### src/rtl/vram_pkg.sv
// Shared types for the video-memory arbiter: slot owner encoding and host write payload.
package vram_pkg;

    localparam int unsigned VRAM_ADDR_W = 14;

    typedef enum logic [1:0] {
        SLOT_NONE,
        SLOT_DISP,
        SLOT_WR,
        SLOT_RD
    } vram_slot_t;

    typedef struct packed {
        logic [VRAM_ADDR_W-1:0] addr;
        logic                   data;
    } vram_wr_t;

endpackage

### src/rtl/vram_wr_fifo.sv
// Host write FIFO for the video-memory arbiter; power-of-two depth, pointers wrap naturally.
module vram_wr_fifo
    import vram_pkg::*;
#(
    parameter int unsigned DEPTH = 4
) (
    input  logic                   clk,
    input  logic                   rst,
    input  logic                   push,
    input  vram_wr_t               push_entry,
    input  logic                   pop,
    output vram_wr_t               head,
    output logic                   full,
    output logic                   empty,
    output logic [$clog2(DEPTH):0] count
);

    localparam int unsigned PTR_W = $clog2(DEPTH);
    localparam int unsigned CNT_W = PTR_W + 1;

    vram_wr_t         store [DEPTH];
    logic [PTR_W-1:0] wr_ptr;
    logic [PTR_W-1:0] rd_ptr;
    logic [CNT_W-1:0] cnt;
    logic             do_push;
    logic             do_pop;

    assign do_push = push && !full;
    assign do_pop  = pop && !empty;

    // Pointer and occupancy bookkeeping
    always_ff @(posedge clk) begin
        if (rst) begin
            wr_ptr <= '0;
            rd_ptr <= '0;
            cnt    <= '0;
        end else begin
            if (do_push) begin
                wr_ptr <= wr_ptr + PTR_W'(1);
            end
            if (do_pop) begin
                rd_ptr <= rd_ptr + PTR_W'(1);
            end
            case ({do_push, do_pop})
                2'b10:   cnt <= cnt + CNT_W'(1);
                2'b01:   cnt <= cnt - CNT_W'(1);
                default: cnt <= cnt;
            endcase
        end
    end

    // Payload storage needs no reset; it is only read while the FIFO is non-empty
    always_ff @(posedge clk) begin
        if (do_push) begin
            store[wr_ptr] <= push_entry;
        end
    end

    assign head  = store[rd_ptr];
    assign full  = (cnt == CNT_W'(DEPTH));
    assign empty = (cnt == '0);
    assign count = cnt;

endmodule

### src/rtl/vram_arbiter.sv
// Single-port video memory arbiter: display scan-out owns active cycles, host writes/reads use blanking.
// Optional host read port is enabled by defining VRAM_ARB_RDPORT_EN.
module vram_arbiter
    import vram_pkg::*;
#(
    parameter int unsigned ADDR_W      = VRAM_ADDR_W,
    parameter int unsigned WFIFO_DEPTH = 4
) (
    input  logic              vga_clk,
    input  logic              rst,
    input  logic              disp_active,
    input  logic [ADDR_W-1:0] disp_addr,
    output logic              disp_data,
    input  logic              wr_valid,
    output logic              wr_ready,
    input  logic [ADDR_W-1:0] wr_addr,
    input  logic              wr_data,
`ifdef VRAM_ARB_RDPORT_EN
    input  logic              rd_req,
    output logic              rd_ready,
    input  logic [ADDR_W-1:0] rd_addr,
    output logic              rd_valid,
    output logic              rd_data,
`endif
    output logic [ADDR_W-1:0] mem_addr,
    output logic              mem_we,
    output logic              mem_wdata,
    input  logic              mem_rdata
);

    localparam int unsigned CNT_W = $clog2(WFIFO_DEPTH) + 1;

    vram_slot_t       slot;
    vram_wr_t         fifo_in;
    vram_wr_t         fifo_head;
    logic             fifo_push;
    logic             fifo_pop;
    logic             fifo_full;
    logic             fifo_empty;
    logic [CNT_W-1:0] fifo_count;
    logic             disp_q;

`ifdef VRAM_ARB_RDPORT_EN
    logic              rd_pending;
    logic [ADDR_W-1:0] rd_addr_q;
    logic              rd_ret_q;
`endif

    assign fifo_in   = '{addr: VRAM_ADDR_W'(wr_addr), data: wr_data};
    assign wr_ready  = !rst && (fifo_count < CNT_W'(WFIFO_DEPTH));
    assign fifo_push = wr_valid && wr_ready;
    assign fifo_pop  = (slot == SLOT_WR);

    vram_wr_fifo #(
        .DEPTH (WFIFO_DEPTH)
    ) u_wr_fifo (
        .clk        (vga_clk),
        .rst        (rst),
        .push       (fifo_push),
        .push_entry (fifo_in),
        .pop        (fifo_pop),
        .head       (fifo_head),
        .full       (fifo_full),
        .empty      (fifo_empty),
        .count      (fifo_count)
    );

    // A full FIFO must never advertise space
    fifo_full_blocks_push: assert property (@(posedge vga_clk) disable iff (rst) fifo_full |-> !wr_ready);

    // Slot owner, fixed priority; nothing touches memory while reset is asserted
    always_comb begin
        slot = SLOT_NONE;
        if (rst) begin
            slot = SLOT_NONE;
        end else if (disp_active) begin
            slot = SLOT_DISP;
        end else if (!fifo_empty) begin
            slot = SLOT_WR;
        end
`ifdef VRAM_ARB_RDPORT_EN
        else if (rd_pending) begin
            slot = SLOT_RD;
        end
`endif
    end

    // Memory-side drive for the chosen slot; idle cycles park on the display address
    always_comb begin
        mem_addr  = disp_addr;
        mem_we    = 1'b0;
        mem_wdata = 1'b0;
        case (slot)
            SLOT_WR: begin
                mem_addr  = ADDR_W'(fifo_head.addr);
                mem_we    = 1'b1;
                mem_wdata = fifo_head.data;
            end
`ifdef VRAM_ARB_RDPORT_EN
            SLOT_RD: begin
                mem_addr = rd_addr_q;
            end
`endif
            default: begin
                mem_addr = disp_addr;
            end
        endcase
    end

    // Remembers whether the data now on mem_rdata belongs to a display fetch
    always_ff @(posedge vga_clk) begin
        if (rst) begin
            disp_q <= 1'b0;
        end else begin
            disp_q <= (slot == SLOT_DISP);
        end
    end

    assign disp_data = disp_q & mem_rdata;

`ifdef VRAM_ARB_RDPORT_EN
    assign rd_ready = !rst && !rd_pending;

    // One-deep read slot and the return strobe one cycle after its grant
    always_ff @(posedge vga_clk) begin
        if (rst) begin
            rd_pending <= 1'b0;
            rd_addr_q  <= '0;
            rd_ret_q   <= 1'b0;
        end else begin
            if (slot == SLOT_RD) begin
                rd_pending <= 1'b0;
            end else if (rd_req && rd_ready) begin
                rd_pending <= 1'b1;
                rd_addr_q  <= rd_addr;
            end
            rd_ret_q <= (slot == SLOT_RD);
        end
    end

    assign rd_valid = rd_ret_q;
    assign rd_data  = rd_ret_q & mem_rdata;
`endif

endmodule

### config.mk
export PLATFORM = sky130hd
export DESIGN_NAME = vram_arbiter
export DESIGN_NICKNAME = d
export VERILOG_FILES = /design/src/rtl/vram_pkg.sv /design/src/rtl/vram_wr_fifo.sv /design/src/rtl/vram_arbiter.sv
export SDC_FILE = /design/constraint.sdc
export NUM_CORES = 1
export LEC_CHECK = 0
export ABC_AREA = 1
export CAP_MARGIN = 20
export CORE_ASPECT_RATIO = 1.25
export CORE_UTILIZATION = 45
export CTS_CLUSTER_SIZE = 16
export DETAILED_ROUTE_END_ITERATION = 12
export PLACE_DENSITY = 0.69
export SETUP_SLACK_MARGIN = 0.4
export SYNTH_ARGS = -nofsm -noshare
export SYNTH_HDL_FRONTEND = slang
export SYNTH_SLANG_ARGS = --single-unit
### constraint.sdc
create_clock -name vga_clk -period 2.15 [get_ports vga_clk]
set_input_delay 0.3225 -clock vga_clk [delete_from_list [all_inputs] [get_ports vga_clk]]
set_output_delay 0.3225 -clock vga_clk [all_outputs]
set_load 0.005 [all_outputs]
## Word-level counts from Yosys, hierarchy flattened

Memory sizes are Yosys's and may differ from the RTL's. A register that Yosys moved wholly into a read port is not among the register bits.
Index checks and enable logic that the tools add are counted.

- Input port bits: 34
- Memories: 1
- Register bits after elaboration: 8
- Bits in writable memories: 60
- Logic and storage cells: 36
- Output and inout bits: 18

- Bitwise gates (word level): 1
- Muxes and demuxes: 11
- Order comparisons: 1
- Equal/unequal tests: 5
- Add/sub/neg operators: 4
- Reduce and logical (&&, ||, !) cells: 9

Memory list:

| name | depth | width | read ports | clocked after Yosys merged registers in | write ports | line | text |
|---|---|---|---|---|---|---|---|
| u_wr_fifo.store | 4 | 15 | 1 | 1 | 1 | vram_wr_fifo.sv:21 | `vram_wr_t store [DEPTH];` |

Operators by type and width:

| operator | number |
|---|---|
| $mux 14 | 1 |
| $mux 2 | 5 |
| $pmux 3 s2 | 1 |
| $add 2x1->2 const B | 2 |
| $eq 2x1->1 const B | 2 |
| $eq 2x2->1 const B | 2 |
| $logic_and 1x1->1 | 4 |
| $mux 1 | 4 |
| $add 3x1->3 const B | 1 |
| $eq 3x3->1 const B | 1 |
| $logic_not 1->1 | 3 |
| $logic_not 3->1 | 1 |
| $lt 3x3->1 const B | 1 |
| $sub 3x1->3 const B | 1 |
| $reduce_bool 2->1 | 1 |
| $and 1x1->1 | 1 |

## Logic depth before layout (Yosys ltp)

Gate-level depths: netlist (run 1).

- Word-level depth: 8
- Mapped depth: 15
- Gate-level depth less buffers: 14

## Cells and area by module

From an unflattened synthesis (run 1), not the netlist that was laid out.

- Cells, all modules: 273
- Area total of the unflattened synthesis: 3060.4 sq um

By module, submodules not included:

| module | times used | seq. area each (sq um) | cells each | area an instance (sq um) |
|---|---|---|---|---|
| vram_wr_fifo | 1 | 1981.9 | 215 | 2775.2 |
| vram_arbiter | 1 | 20.0 | 58 | 285.3 |

## Least setup slack after synthesis (run 1)

Ideal clock, no wire load.

- Path type: input -> register
- Start point: input rst
- End point: register u_wr_fifo.cnt[2] (netlist: u_wr_fifo.count[2])
- Data arrival time: 1664 ps
- Setup slack: 373 ps
- Buffers on the path: 1
- Stages on the path: 15
- Setup time: 113 ps
- Data required time: 2037 ps
- Path through: inv_2 -> nand2_4 -> inv_4 -> nand2_8 -> inv_8 -> buf_12 -> ha_1 -> inv_1 -> fa_1 -> inv_1 -> nand2_1 -> nand3_1 -> nand2_1 -> nand2_1 -> nor2_1

- Elaborated cells on any way between the ends: 11
- Those cells by class: 3 x eq/ne; 2 x mux; 6 x reduce/logical

RTL lines:

| element | line | text |
|---|---|---|
| start: declaration | vram_arbiter.sv:10 | `input logic rst,` |
| $mux 2 (*) | vram_arbiter.sv:74 | `if (rst) begin` |
| $eq 2x2->1 (*) | vram_arbiter.sv:52 | `assign fifo_pop = (slot == SLOT_WR);` |
| $logic_and 1x1->1 (*) | vram_wr_fifo.sv:29 | `assign do_pop = pop && !empty;` |
| via u_wr_fifo.do_pop | vram_wr_fifo.sv:26 | `logic do_pop;` |
| $eq 2x1->1 / $eq 2x2->1 (equally long branches) | vram_wr_fifo.sv:44 | `case ({do_push, do_pop})` |
| $pmux 3 s2 / $reduce_bool 2->1 (equally long branches) | n/a |  |
| end signal: assignment | vram_wr_fifo.sv:45 | `2'b10: cnt <= cnt + CNT_W'(1);` |
| end signal: assignment | vram_wr_fifo.sv:46 | `2'b01: cnt <= cnt - CNT_W'(1);` |
| end signal: assignment | vram_wr_fifo.sv:47 | `default: cnt <= cnt;` |
| end: declaration | vram_wr_fifo.sv:24 | `logic [CNT_W-1:0] cnt;` |

The timed path passes the listed nets; every way through them passes the cells marked *.
A chain may end at the register's enable or synchronous reset.

==> results of run 1 <==
[path summary, 6_finish.rpt]
check	startpoint	endpoint	cells past startpoint
worst max-delay path	register	mem_addr[4]	8
worst min-delay path	disp_active	disp_q	3
worst max register to register	u_wr_fifo.count[2]	u_wr_fifo.count[2]	11
worst min register to register	u_wr_fifo.rd_ptr[0]	u_wr_fifo.rd_ptr[0]	2
[power breakdown]
| group | total, mW | switching [mW] | internal (mW) |
|---|---|---|---|
| Combinational | 0.534 | 0.260 | 0.275 |
| Sequential | 1.54 | 0.0204 | 1.52 |
| Clock | 0.889 | 0.442 | 0.446 |
| Total | 2.96 | 0.722 | 2.24 |
[flip-flops by register name, indices dropped and copies added, names as in the netlist, named ones only]
name              cells
u_wr_fifo.store      60
u_wr_fifo.count       3
u_wr_fifo.rd_ptr      2
u_wr_fifo.wr_ptr      2
disp_q                1
[synth_stat cells (all sizes together)]
cell / count / area [um2]
a21oi: 6 / 30.0
dfxtp: 10 / 200
nand3: 31 / 168
inv: 77 / 299
fa: 1 / 20.0
o21ai: 5 / 25.0
nor2: 15 / 56.3
ha: 5 / 62.6
edfxtp: 60 / 1800
nand2: 127 / 508
buf: 10 / 73.8
[area by class of cell]
class                           count  area share, %
Clock inverter                      2          0.197
Clock buffer                       14           3.44
Inverter                           77           7.13
Tap cell                           90           2.54
Sequential cell                    70           45.2
Multi-Input combinational cell    190           21.5
Timing Repair Buffer               89           19.9
[timing repair]
item | CTS | global route
gates cloned | 1 | 1
pin swaps | 4 | 34
setup buffers | 14 | 6
gates resized for setup | 72 | 43
endpoints found under the setup margin | 19 | 17
[critical path, cell delays in order (launching register included)]
cell      delay, ns
dfxtp_4        0.40
buf_12         0.16
buf_12         0.13
nand2_1        0.06
nand3_1        0.07
nand2_1        0.08
nand2_2        0.05
nand2_2        0.06
clkbuf_2       0.11
[per-stage QoR]
stage                     utilization, %  worst slack (ns)  std cells  power, mW
after global routing                63.6             0.315        532       3.10
after global placement              56.7           -0.0562        494       1.99
after detailed placement            56.7            -0.141        494       2.00
after CTS                           61.5             0.308        525       2.93
final                               63.6             0.370        532       2.96
after floorplan                        -             0.405        347       1.79
[routing by layer]
| layer | global-route usage [%] | wire length (um) |
|---|---|---|
| met3 | 2.83 | 286 |
| met5 | 0 | 0 |
| met1 | 22.1 | 2710 |
| met4 | 14.5 | 262 |
| met2 | 34.1 | 3740 |
[logic make-up (layout without fill, tap and decap cells)]
family,count (synthesis),count (layout),share of synthesized area [%]
buffers and inverters,87,182,11.5
DFF,70,70,61.7
and+or+nand+nor,173,173,22.6
adders and majority gates,6,6,2.55
AOI/OAI and AO/OA,11,11,1.70
==> metrics.yaml, run 1 <==
status: "finished clean"
drt-initial-drc-count: 135
register_area_um2: 2010
max_freq_mhz: 562
holdWs_ns: 0.342
routedWlPerCell_um: 13.2
regToRegSetupSlack_ns: 0.46
cts-root-buf: "clkbuf_8"
worstPathRequired_ns: 1.83
clockBufferDepth: 2
cts_hold_buf: 0
clkTransAtPathRegs_ns: 0.06
grt.total_usage_pct: 19.9
rsz0062_at_grt: "yes"
nFillCells: 604
critPathMaxFanout: 8
area_growth_syn_to_layout_pct: 36.8
post-route-period-util_pct: 82.8
htreeDepth: 3
die_x_um: 77.9
portBuffers: 51
crit_arrival_ns: 1.46
drive_gt1_share_pct: 24.7
syn_avg_cell_area_um2: 9.35
initial_utilization_pct: 46.5
io-pin-count: 52
p_leak_nw: 2.05
drv_cap: 0
setup_viol: 0
syn_nets: 387
routed_wl_mm: 7.00
grt_pass1_wl_mm: 11.1
core_um2: 6980
synthDistinctLibCells: 22
synth_seq_area_share_pct: 61.7
yosysWarningCount: 0
ir_worst_vdd_mv: 0.454
synthCells: 347
clock_latency_ns: 0.34
cts_tree: "built"
drcViolationCount: 0
cts_buffers: 9
grt-ovfl-total: 0
end_kind: "output port"
design.die.area_um2: 7560
start_kind: "register"
fp.dieH_um: 96.9
most-common-layout-cells: "nand2_1 (104), inv_1 (68), edfxtp_1 (60), clkdlybuf4s50_1 (33), nand3_1 (25)"
final_area_um2: 4440
hp-class: "input pin to register"
tightest_slew_ns: 0.208
grt_max_degree: 17
place.gp.congestion: 0.791
antenna_left: 0
synth-seq-cells: 70
grt_antenna_before_repair: 0
multiInputGateArea_um2: 956
dpl.hpwl_mm: 4.33
syn_area_um2: 3240
n_antenna_cell: 0
nets: 477
drv_slew: 0
row_count: 34
first_global_vias: 2432
viasPerCell: 4.62
place_area_um2: 3950
min_period_ns: 1.78
finClkSkew_ns: 0.00412
final_common_cell: "nand2_1"
numClockSinks: 70
drt_pass1_iterations: 4
slew_headroom_pct: 86.1
setup_tns_ns: 0
hold_viol: 0
vias: 2456
power_density_nw_per_um2: 668
crit_type: "register to output port"
(Power assumes the default switching activity.)
==> inputs of run 2 (changes only) <==
==> constraint.sdc (replaced) <==
create_clock -name vga_clk -period 1.85 [get_ports vga_clk]
set_input_delay 0.2775 -clock vga_clk [delete_from_list [all_inputs] [get_ports vga_clk]]
set_output_delay 0.2775 -clock vga_clk [all_outputs]
set_load 0.005 [all_outputs]
==> run 2 against run 1 <==
Against the previous run:
- clock skew is 0.0070 ns higher
- count of clock-buffer cells in the layout is 3 lower
- core utilization is 6.5 points higher
- critical endpoint is now mem_addr[10]
- critical path depth is 1 higher
- die area stayed put
- highest routed layer unchanged
- via count is 8.8% higher
- final area is 10% higher
- worst hold slack better by 0.088 ns
- largest power group unchanged
- largest cell class unchanged
==> metrics.yaml, run 2 (same netlist as run 1, synthesis figures left out) <==
hp-class: "input pin to register"  # unchanged
antenna_left: 0  # unchanged
setup_ws_ns: 0.0263  # was 0.370 ns
grt_max_degree: 23  # was 17
cts_tree: "built"  # unchanged
portBuffers: 51  # unchanged
routedWlPerCell_um: 15.3  # was 13.2 um
min_path_cells: 3  # unchanged
hold_viol: 0  # unchanged
worst_hold_startpoint: "rst"  # was disp_active
grt.total_usage_pct: 20.5  # was 19.9%
largest-register: "u_wr_fifo.store"  # unchanged
critPathMaxFanout: 5  # was 8
place_ws_ns: -0.312  # was -0.141 ns
regToRegEndpoint: "u_wr_fifo.count[2]"  # unchanged
vias: 2672  # was 2456
final_common_cell: "nand2_1"  # unchanged
die_x_um: 77.9  # unchanged
htreeDepth: 3  # unchanged
grt-ovfl-total: 0  # unchanged
crit_arrival_ns: 1.55  # was 1.46 ns
crit_type: "register to output port"  # unchanged
clock_latency_ns: 0.35  # was 0.34 ns
grt_pass1_wl_mm: 11.6  # was 11.1 mm
dpl.hpwl_mm: 4.54  # was 4.33 mm
io-pin-count: 52  # unchanged
area_growth_syn_to_layout_pct: 50.8  # was 36.8%
power_density_nw_per_um2: 794  # was 668 nW/um2
timing.rr.start: "u_wr_fifo.count[2]"  # unchanged
min_period_ns: 1.82
regToRegSetupSlack_ns: 0.07  # was 0.46 ns
setup_tns_ns: 0  # unchanged
numClockSinks: 70  # unchanged
largest_reg_flops: 60  # unchanged
p_leak_nw: 2.28  # was 2.05 nW
ir_worst_vdd_mv: 0.583  # was 0.454 mV
drt_pass1_iterations: 4  # unchanged
fp.dieH_um: 96.9  # unchanged
holdWs_ns: 0.430  # was 0.342 ns
status: "finished clean"  # unchanged
cts_hold_buf: 0  # unchanged
min_to: "disp_q"  # unchanged
tightest_slew_ns: 0.192  # was 0.208 ns
first_global_vias: 2566  # was 2432
max_freq_mhz: 548
drt-initial-drc-count: 175  # was 135
worstPathRequired_ns: 1.57  # was 1.83 ns
most-common-layout-cells: "nand2_1 (95), inv_1 (65), edfxtp_1 (60), clkdlybuf4s50_1 (31), nand3_1 (27)"  # was nand2_1 (104), inv_1 (68), edfxtp_1 (60), clkdlybuf4s50_1 (33), nand3_1 (25)
rsz0062_at_grt: "yes"  # unchanged
initial_utilization_pct: 46.5  # unchanged
n_antenna_cell: 0  # unchanged
drv_slew: 0  # unchanged
slew_headroom_pct: 87.0  # was 86.1%
drive_gt1_share_pct: 33.8  # was 24.7%
grt_antenna_before_repair: 0  # unchanged
clockBufferDepth: 2  # unchanged
finClkSkew_ns: 0.0112  # was 0.00412 ns
clkTransAtPathRegs_ns: 0.07  # was 0.06 ns
start_kind: "register"  # unchanged
row_count: 34  # unchanged
core_um2: 6980  # unchanged
cts_buffers: 9  # unchanged
design.die.area_um2: 7560  # unchanged
viasPerCell: 4.79  # was 4.62
drcViolationCount: 0  # unchanged
end_kind: "output port"  # unchanged
nets: 503  # was 477
rr_worst_depth: 14  # was 11
setup_viol: 0  # unchanged
drv_cap: 0  # unchanged
cts-root-buf: "clkbuf_8"  # unchanged
post-route-period-util_pct: 98.6
place.gp.congestion: 0.750  # was 0.791
routed_wl_mm: 8.53  # was 7.00 mm
nFillCells: 480  # was 604
-- run 2: cell types whose count changed in the layout (fill, tap and decap cells not counted), moves of 4 or more --
| cell | previous run | this run |
|---|---|---|
| buf_2 | 12 | 16 |
| buf_4 | 19 | 26 |
| buf_6 | 9 | 23 |
| nand2_1 | 104 | 95 |
| nand2_4 | 2 | 9 |
| nor2_1 | 14 | 8 |
| nor2_4 | 0 | 5 |
-- run 2: worst max path at each step --
stage | startpoint | to | slack, ns
floorplan | u_wr_fifo.count[2] | u_wr_fifo.count[2] | 0.21
global placement | rst | u_wr_fifo.count[2] | -0.26
detailed placement | rst | u_wr_fifo.count[2] | -0.31
CTS | u_wr_fifo.count[2] | u_wr_fifo.count[2] | 0.07
global route | u_wr_fifo.count[2] | u_wr_fifo.count[2] | -0.06
finish | u_wr_fifo.count[2] | mem_addr[10] | 0.03
-- run 2: per-layer routing --
layer | wire length (um) | global-route usage [%] | up-vias
met5 | 0 | 0 | -
met4 | 196 | 10.1 | 0
met3 | 375 | 3.02 | 21
met2 | 4720 | 35.9 | 69
met1 | 3240 | 24.4 | 1280
li1 | - | - | 1302
-- run 2: worst max-delay path: stages, from the launching register on --
cell and delay (ns):
dfxtp_2 0.34, inv_2 0.05, nand3_4 0.12, nand2_8 0.09, buf_4 0.15, buf_6 0.11, buf_6 0.12, nand2_2 0.05
nand2_1 0.05, buf_2 0.12
-- run 2: cell type report --
class	count	area (um2)	share of cell area, %
Sequential cell	70	2010	41.2
Clock buffer	11	131	2.69
Multi-Input combinational cell	191	1080	22.0
Timing Repair Buffer	113	1150	23.5
Inverter	77	319	6.52
Timing Repair inverter	1	16.3	0.333
Tap cell	90	113	2.30
Clock inverter	5	73.8	1.51
-- run 2: timing repair --
| item | in CTS | in global routing |
|---|---|---|
| setup endpoints to repair | 80 | 66 |
| gates cloned | 2 | 6 |
| pin swaps | 16 | 16 |
| resized for setup | 111 | 56 |
| setup buffers | 21 | 13 |
-- run 2: power breakdown --
part,switching [mW],internal (mW)
logic,0.394,0.406
registers,0.0223,1.76
clock network,0.548,0.751
total,0.965,2.92
-- run 2: through the flow --
stage | power, mW | instances | util [%] | cell area (um2)
floorplan | 2.09 | 347 | - | 3280
global placement | 2.34 | 500 | 57.8 | 4030
detailed placement | 2.36 | 500 | 57.8 | 4030
CTS | 3.73 | 539 | 64.7 | 4510
global route | 4.02 | 558 | 70.1 | 4890
finish | 3.89 | 558 | 70.1 | 4890
==> inputs of run 3 (changes only) <==
--- a/config.mk
+++ b/config.mk
@@ -11,7 +11,7 @@
 export CORE_UTILIZATION = 45
 export CTS_CLUSTER_SIZE = 16
 export DETAILED_ROUTE_END_ITERATION = 12
-export PLACE_DENSITY = 0.69
+export PLACE_DENSITY = 0.68
 export SETUP_SLACK_MARGIN = 0.4
 export SYNTH_ARGS = -nofsm -noshare
 export SYNTH_HDL_FRONTEND = slang
==> run 3 against run 2 <==
Against the previous run:
- clock skew shrank 0.0048 ns
- global-route usage shrank 0.053 points
- count of clock-buffer cells in the layout shrank 2
- final area shrank 3.6%
- total power grew 0.53%
- critical path depth is the same
- register-to-register slack gained 0.11 ns
- fmax grew 5.7%
- clock power grew 12%
- critical endpoint is now mem_addr[6]
- largest cell class unchanged
- highest routed layer unchanged
==> metrics.yaml, run 3 (same netlist as run 1, synthesis figures left out) <==
regToRegEndpoint: "u_wr_fifo.count[2]"  # unchanged
top_usage_layer: "met2"  # unchanged
rr_worst_depth: 14  # unchanged
drive_gt1_share_pct: 35.7  # was 33.8%
setup_viol: 0  # unchanged
drv_slew: 0  # unchanged
slew_headroom_pct: 86.6  # was 87.0%
grtUsageMet2_pct: 35.2  # was 35.9%
clockBufferDepth: 2  # unchanged
fp.dieH_um: 96.9  # unchanged
power_density_nw_per_um2: 829  # was 794 nW/um2
routed_wl_mm: 6.93  # was 8.53 mm
dp.cells: 500  # unchanged
finClkSkew_ns: 0.00634  # was 0.0112 ns
power_mw: 3.91  # was 3.89 mW
drv_cap: 0  # unchanged
cts_tree: "built"  # unchanged
largest_reg_flops: 60  # unchanged
worstPathRequired_ns: 1.57  # about the same
crit_end: "mem_addr[6]"  # was mem_addr[10]
setup_tns_ns: 0  # unchanged
initial_utilization_pct: 46.5  # unchanged
routedWlPerCell_um: 12.8  # was 15.3 um
start_kind: "register"  # unchanged
min_period_ns: 1.73  # was 1.82 ns
row_count: 34  # unchanged
end_kind: "output port"  # unchanged
stdcell_count: 541  # was 558
crit_type: "register to output port"  # unchanged
p_leak_nw: 2.18  # was 2.28 nW
place.gp.congestion: 0.750  # about the same
drt_pass1_iterations: 4  # unchanged
regToRegSetupSlack_ns: 0.18  # was 0.07 ns
tightest_slew_ns: 0.199  # was 0.192 ns
final_common_cell: "nand2_1"  # unchanged
internal_power_mw: 3.00  # was 2.92 mW
grt_antenna_before_repair: 0  # unchanged
drt-initial-drc-count: 143  # was 175
n_antenna_cell: 0  # unchanged
use_met1_pct: 24.7  # was 24.4%
first_global_vias: 2462  # was 2566
ir_worst_vdd_mv: 0.499  # was 0.583 mV
switching_share_pct: 23.3  # was 24.8%
dpl.hpwl_mm: 4.36  # was 4.54 mm
post-route-period-util_pct: 93.2  # was 98.6%
place_area_um2: 4030  # unchanged
rsz0062_at_grt: "yes"  # unchanged
critPathMaxFanout: 5  # unchanged
timing.rr.start: "u_wr_fifo.count[0]"  # was u_wr_fifo.count[2]
p_switching_mw: 0.911  # was 0.965 mW
grt-ovfl-total: 0  # unchanged
comb_power_share_pct: 17.2  # was 20.6%
htreeDepth: 3  # unchanged
grt_pass1_wl_mm: 11.6  # about the same
vias: 2457  # was 2672
crit_arrival_ns: 1.45  # was 1.55 ns
portBuffers: 51  # unchanged
nFillCells: 528  # was 480
cts_buffers: 9  # unchanged
cts-root-buf: "clkbuf_8"  # unchanged
nets: 486  # was 503
clkPwrFrac_pct: 37.1  # was 33.4%
numClockSinks: 70  # unchanged
hold_viol: 0  # unchanged
largest-register: "u_wr_fifo.store"  # unchanged
drcViolationCount: 0  # unchanged
most-common-layout-cells: "nand2_1 (83), inv_1 (66), edfxtp_1 (60), nand2_2 (36), clkdlybuf4s50_1 (32)"  # was nand2_1 (95), inv_1 (65), edfxtp_1 (60), clkdlybuf4s50_1 (31), nand3_1 (27)
met3_usage_pct: 4.25  # was 3.02%
clkTransAtPathRegs_ns: 0.07  # about the same
core_um2: 6980  # unchanged
viasPerCell: 4.54  # was 4.79
die_x_um: 77.9  # unchanged
final_area_um2: 4710  # was 4890 um2
status: "finished clean"  # unchanged
holdWs_ns: 0.291  # was 0.430 ns
area_growth_syn_to_layout_pct: 45.3  # was 50.8%
grt.total_usage_pct: 20.5  # about the same
antenna_left: 0  # unchanged
design.die.area_um2: 7560  # unchanged
max_freq_mhz: 580  # was 548 MHz
hp-class: "input pin to register"  # unchanged
grt_max_degree: 16  # was 23
io-pin-count: 52  # unchanged
clock_latency_ns: 0.35  # about the same
p_seq_share_pct: 45.7  # was 46.0%
[run 3: cell count changes in the layout (fill, tap and decap cells not counted), sizes merged]
cell,before,now
clkinvlp,0,1
clkdlybuf4s50,31,32
clkdlybuf4s15,1,0
bufinv,2,3
nand2,128,127
clkbuf,14,9
clkinv,4,3
buf,75,63
[run 3: power by group through the flow]
stage | Clock (mW) | Sequential, mW | Combinational, mW
floorplan | 0 | 1.82 | 0.275
detailed placement | 0 | 1.82 | 0.524
CTS | 1.47 | 1.79 | 0.639
finish | 1.45 | 1.79 | 0.671
global route | 1.55 | 1.79 | 0.741
global placement | 0 | 1.82 | 0.517
[run 3: worst min path at each step]
stage | from | end | depth (start not counted)
floorplan | rst | disp_q | 1
global placement | u_wr_fifo.rd_ptr[0] | u_wr_fifo.rd_ptr[0] | 2
detailed placement | u_wr_fifo.rd_ptr[0] | register | 2
CTS | disp_active | disp_q | 3
global route | disp_active | disp_q | 3
finish | disp_active | disp_q | 3
[run 3: repair_timing]
| item | CTS | global route |
|---|---|---|
| pin swaps | 29 | 19 |
| hold buffers | 0 | 0 |
| resized for setup | 127 | 28 |
| buffers inserted | 23 | 1 |
| cloned | 1 | 0 |
| setup endpoints to repair | 80 | 28 |
[run 3: layout make-up]
class / count / area (um2) / area share [%]
Clock buffer: 9 / 124 / 2.63
Sequential cell: 70 / 2010 / 42.7
Timing Repair Buffer: 98 / 947 / 20.1
Tap cell: 90 / 113 / 2.39
Clock inverter: 7 / 113 / 2.39
Inverter: 77 / 314 / 6.66
Multi-Input combinational cell: 190 / 1090 / 23.2
[run 3: worst max-delay path, cell delays in order, from the launching register on]
cell and delay (ns):
dfxtp_4 0.39, inv_4 0.06, buf_6 0.13, buf_12 0.12, nand2_2 0.05, nand3_1 0.07
nand2_1 0.06, nand2_1 0.05, nand2_1 0.06, buf_2 0.10
[run 3: through the flow]
stage                     util [%]  setup WS [ns]
after floorplan                  -          0.211
after global placement        57.8         -0.249
after detailed placement      57.8         -0.281
after CTS                     66.0          0.136
after global routing          67.6         0.0409
final                         67.6          0.125
[run 3: metal layers]
layer | up-vias | routed length, um
li1 | 1269 | -
met1 | 1124 | 2890
met2 | 48 | 3630
met3 | 16 | 248
met4 | 0 | 165
met5 | - | 0
